## config.mk

```make
export PLATFORM = sky130hd
export DESIGN_NAME = norm_sequencer
export DESIGN_NICKNAME = d
export VERILOG_FILES = /design/src/rtl/norm_sequencer.sv
export SDC_FILE = /design/constraint.sdc
export NUM_CORES = 1
export LEC_CHECK = 0
export ABC_AREA = 1
export CORE_MARGIN = 1.5
export CORE_UTILIZATION = 50
export CTS_CLUSTER_SIZE = 12
export DETAILED_ROUTE_END_ITERATION = 7
export PLACE_DENSITY = 0.8
export SYNTH_ARGS = -nofsm -noshare
export SYNTH_HDL_FRONTEND = slang
export SYNTH_SLANG_ARGS = --single-unit
```

## constraint.sdc

```tcl
create_clock -name clk -period 1.92 [get_ports clk]
set_input_delay 0.384 -clock clk [delete_from_list [all_inputs] [get_ports clk]]
set_output_delay 0.384 -clock clk [all_outputs]
set_load 0.01 [all_outputs]
```

## src/rtl/norm_sequencer.sv

```systemverilog
// norm_sequencer: control FSM for the normalization phase of the FP adder.
// Drives the shift-register datapath until its leading bit is set, tracks
// the matching exponent adjustment and raises zero/overflow/underflow flags.
module norm_sequencer #(
  parameter int W_Sgf = 23,
  parameter int W_Exp = 8,
  parameter int W_Cnt = 5
) (
  input  logic             clk,
  input  logic             rst,
  input  logic             start,
  input  logic [W_Exp-1:0] Exp_in,
  input  logic             Sgf_ncarry,
  input  logic             Sgf_nbit,
  output logic             selector,
  output logic             ctrl_b,
  output logic             ctrl_c,
  output logic             shift_left,
  output logic             shift_right,
  output logic             shift_in,
  output logic [W_Exp-1:0] Exp_out,
  output logic             zero_flag,
  output logic             overflow,
  output logic             underflow,
  output logic             busy,
  output logic             ready
);

  // A significand still unnormalized after this many left shifts is zero.
  localparam logic [W_Cnt-1:0] CNT_LIMIT = W_Cnt'(W_Sgf + 2);
  localparam logic [W_Exp-1:0] EXP_MAX   = '1;

  typedef enum logic [2:0] {
    S_IDLE,
    S_LOAD,
    S_CHECK,
    S_SHR,
    S_SHL,
    S_STORE,
    S_ZERO,
    S_DONE
  } state_t;

  state_t           state_reg, state_next;
  logic [W_Exp-1:0] exp_reg;
  logic [W_Cnt-1:0] cnt_reg;
  logic             zero_reg, ovf_reg, unf_reg;
  logic [W_Exp-1:0] exp_inc;

  // Saturating increment: the exponent never wraps past all ones.
  assign exp_inc = (exp_reg == EXP_MAX) ? EXP_MAX : exp_reg + W_Exp'(1);

  // State register.
  always_ff @(posedge clk) begin
    if (rst) state_reg <= S_IDLE;
    else     state_reg <= state_next;
  end

  // Next-state decision; CHECK resolves carry, leading bit, exponent floor
  // and zero detection in that priority.
  always_comb begin
    state_next = state_reg;
    case (state_reg)
      S_IDLE:  if (start) state_next = S_LOAD;
      S_LOAD:  state_next = S_CHECK;
      S_CHECK: begin
        if (Sgf_ncarry)                state_next = S_SHR;
        else if (Sgf_nbit)             state_next = S_STORE;
        else if (exp_reg == '0)        state_next = S_STORE;
        else if (cnt_reg == CNT_LIMIT) state_next = S_ZERO;
        else                           state_next = S_SHL;
      end
      S_SHR:   state_next = S_CHECK;
      S_SHL:   state_next = S_CHECK;
      S_STORE: state_next = S_DONE;
      S_ZERO:  state_next = S_DONE;
      S_DONE:  state_next = S_IDLE;
      default: state_next = S_IDLE;
    endcase
  end

  // Exponent, shift counter and result flags; these hold after DONE until
  // the next LOAD so the packing phase can read them at leisure.
  always_ff @(posedge clk) begin
    if (rst) begin
      exp_reg  <= '0;
      cnt_reg  <= '0;
      zero_reg <= 1'b0;
      ovf_reg  <= 1'b0;
      unf_reg  <= 1'b0;
    end else begin
      case (state_reg)
        S_LOAD: begin
          exp_reg  <= Exp_in;
          cnt_reg  <= '0;
          zero_reg <= 1'b0;
          ovf_reg  <= 1'b0;
          unf_reg  <= 1'b0;
        end
        S_CHECK: begin
          if (!Sgf_ncarry && !Sgf_nbit && (exp_reg == '0)) unf_reg <= 1'b1;
        end
        S_SHR: begin
          exp_reg <= exp_inc;
          if (exp_inc == EXP_MAX) ovf_reg <= 1'b1;
        end
        S_SHL: begin
          // CHECK has already ruled out exp==0, so this cannot wrap.
          exp_reg <= exp_reg - W_Exp'(1);
          cnt_reg <= cnt_reg + W_Cnt'(1);
        end
        S_ZERO: begin
          exp_reg  <= '0;
          zero_reg <= 1'b1;
        end
        default: ;
      endcase
    end
  end

  // Moore command decode from the current state.
  always_comb begin
    selector    = 1'b0;
    ctrl_b      = 1'b0;
    ctrl_c      = 1'b0;
    shift_left  = 1'b0;
    shift_right = 1'b0;
    ready       = 1'b0;
    case (state_reg)
      S_LOAD: begin
        ctrl_b = 1'b1;
      end
      S_SHR: begin
        selector    = 1'b1;
        ctrl_b      = 1'b1;
        shift_right = 1'b1;
      end
      S_SHL: begin
        selector   = 1'b1;
        ctrl_b     = 1'b1;
        shift_left = 1'b1;
      end
      S_STORE: ctrl_c = 1'b1;
      S_ZERO:  ctrl_c = 1'b1;
      S_DONE:  ready  = 1'b1;
      default: ;
    endcase
  end

  assign shift_in  = 1'b0;
  assign busy      = (state_reg != S_IDLE);
  assign Exp_out   = exp_reg;
  assign zero_flag = zero_reg;
  assign overflow  = ovf_reg;
  assign underflow = unf_reg;

endmodule

```

==> impl_metrics.toml <==
[status]
status = "finished clean"

[clock_tree]
cts_buffers = 3
clk_path_buf_depth = 2
clock_sinks = 19
clkTransAtPathRegs_ns = 0.12
clock_latency_ns = 0.31
cts_tree = "done"
htree_levels = 1
root_buffer = "clkbuf_4"
cts_hold_buffers = 0

[synth]
syn_nets = 256
postSynthAreaPerCell_um2 = 5.92
yosysSeqAreaShare = 0.269
yosys_warnings = 0
synth_area_mm2 = 0.00142
ys_ff_latch = 19
syn_inst = 239
synth_cell_types = 29

[drt]
dr_wl_met2_um = 1710
dr.pass1.iters = 4
route.detailed.drc = 0
wl_per_cell_um = 11.5
wl_met1_um = 1570
routed_via_density = 5.21
finalWirelength_um = 3550
vias = 1611
drtAntennaViolNets = 0
top_layer_used = "met4"
met3_length_um = 235
drt-initial-drc-count = 114

[floorplanning]
dieArea_mm2 = 0.00316
rows = 19
start_util = 0.522
die_h_um = 56.2
die_w_um = 56.2
pin_count = 32
core-area_mm2 = 0.00271

[setup_path]
cp_data_required_time_ns = 1.54
cp-end-kind = "output port"
cp-start-kind = "flop"
max_stage_delay_ns = 0.49
cp.arrival_ns = 1.45
cp_max_fo = 6
critPathKind = "flop to output port"
timing.reg2reg.setup_slack_ns = 0.20
crit_cells = 3
crit_buf_inv = 1
cp-endpoint = "busy"
reg2reg_depth = 9
reg2reg_to = "overflow"
crit_family = "buffers and inverters"
worstPathCellList = "nor2_1 > nand2_1 > clkdlybuf4s50_1"
crit_path_start = "state_reg[0]"
worst_path_max_delay_cell = "clkdlybuf4s50_1"
r2r-start = "Exp_out[1]"

[global_route]
overflow = 0
grt_max_degree = 13
grt_pass1_vias = 1399
track_usage = 0.230
grt_antenna_before_repair = 0
grt_pass1_wl_um = 5860

[sta]
min_period_ns = 1.83
rsz0062_at_grt = "no"
finClkSkew_ns = 0.00226
slew_viol_final = 0
setup-violations-final = 0
hold_viol_final = 0
setup-tns-final_ns = 0
fmax_mhz = 545
fin_crit_sh = 0.955

[cells_and_area]
num-nets-final = 296
largest_reg_flops = 8
fin_cells = 309
area_delta_synth_final_pct = 30.5
drive_gt1_frac = 0.115
fillCellCount = 250
diodes = 0

[worst_hold_path]
hold_class = "flop to flop"
hold_depth = 2
hold_path_startpoint = "overflow"

[place]
place_inst = 302
dp.final_hpwl_um = 2600
port_buffers = 30
gp_congestion = 0.855

[power_and_ir_drop]
p_total_mw = 1.47
power.density_mw_per_mm2 = 798
vdd_ir_drop_max_v = 0.000626
power.leakage_nw = 0.903

[run]
max_cap_viol_count = 0
repair_timing:
action,CTS,global route
pin swaps,0,2
setup endpoints to repair,6,3
resized for setup,9,8
hold endpoints to repair,0,0
setup buffers,0,3
layout make-up:
type | instances | area (um^2) | share of cell area
clock buffer | 3 | 22.5 | 0.0122
clock inverter | 1 | 7.51 | 0.00407
inverter | 42 | 160 | 0.0867
multi-input combinational | 173 | 851 | 0.461
sequential | 19 | 392 | 0.212
tap | 31 | 38.8 | 0.0210
timing repair buffer | 40 | 375 | 0.203
placed cells by master (no fill, tap or decap), types with 2 or more instances in the layout:
| cell type | count |
|---|---|
| nand4_1 | 3 |
| nand3_1 | 29 |
| nand2_1 | 65 |
| dlygate4sd2_1 | 3 |
| o21a_1 | 2 |
| inv_2 | 2 |
| dfxtp_4 | 3 |
| clkdlybuf4s50_1 | 24 |
| dlymetal6s2s_1 | 2 |
| o21ai_1 | 2 |
| nor2_4 | 3 |
| dfxtp_1 | 16 |
| clkbuf_4 | 3 |
| nand2_2 | 4 |
| nor2_1 | 22 |
| ha_1 | 4 |
| a31oi_1 | 2 |
| o21ai_0 | 15 |
| a21oi_1 | 12 |
| buf_4 | 9 |
| inv_1 | 39 |
cell families after synthesis:
group,after synthesis,synth area share
and+or+nand+nor,130,0.410
DFF,19,0.269
AOI/OAI and AO/OA,37,0.143
buffers and inverters,47,0.134
other,1,0.00265
xor gates and xnor gates,1,0.00619
adders and majority gates,4,0.0354
worst reg2reg max path, cell delays in order, from the launching register on:
cell and delay, ns:
dfxtp_1 0.38, ha_1 0.21, nand2_1 0.14, nor2_1 0.08
nand2_1 0.22, inv_1 0.08, o21ai_0 0.32, nor2_1 0.09
nand2_1 0.07, nand2_1 0.04
synth_stat cells (all sizes together):
cell / instances / area share
clkbuf: 1 / 0.0026
nand3: 29 / 0.10
xor2: 1 / 0.0062
nor3: 1 / 0.0071
nor2: 25 / 0.079
nand2: 69 / 0.19
o31ai: 1 / 0.0053
nor3b: 1 / 0.0088
o21ai: 18 / 0.066
o22ai: 1 / 0.0044
nand4: 3 / 0.013
nand3b: 1 / 0.0053
dfxtp: 19 / 0.27
buf: 4 / 0.019
conb: 1 / 0.0026
o21a: 2 / 0.011
ha: 4 / 0.035
inv: 42 / 0.11
o21bai: 1 / 0.0053
or2: 1 / 0.0044
a21oi: 12 / 0.042
a31oi: 2 / 0.0088
worst min-delay path by stage:
stage / end / slack, ns
floorplan: cnt_reg[4] / 0.46
CTS: overflow / 0.47
global route: overflow / 0.49
finish: overflow / 0.47
global placement: overflow / 0.44
detailed placement: overflow / 0.45
where the power goes:
part	internal (mW)	switching [mW]	total [mW]
clock network	0.0796	0.143	0.222
registers	0.450	0.0837	0.534
logic	0.308	0.410	0.718
total	0.838	0.637	1.47
per-layer routing:
layer | vias to the layer above | GRT usage
li1 | 836 | -
met1 | 701 | 0.295
met2 | 68 | 0.397
met3 | 6 | 0.0488
met4 | 0 | 0.0476
met5 | - | 0
stage by stage:
| stage | util | hold slack [ns] | worst slack, ns | instance area, um^2 |
|---|---|---|---|---|
| floorplan | - | 0.457 | 0.496 | 1420 |
| global placement | 0.655 | 0.443 | 0.144 | 1780 |
| detailed placement | 0.655 | 0.454 | 0.114 | 1780 |
| CTS | 0.668 | 0.474 | -0.172 | 1810 |
| global route | 0.681 | 0.493 | 0.00754 | 1850 |
| finish | 0.681 | 0.469 | 0.0855 | 1850 |
No activity file was read; power rests on OpenSTA's default activity.
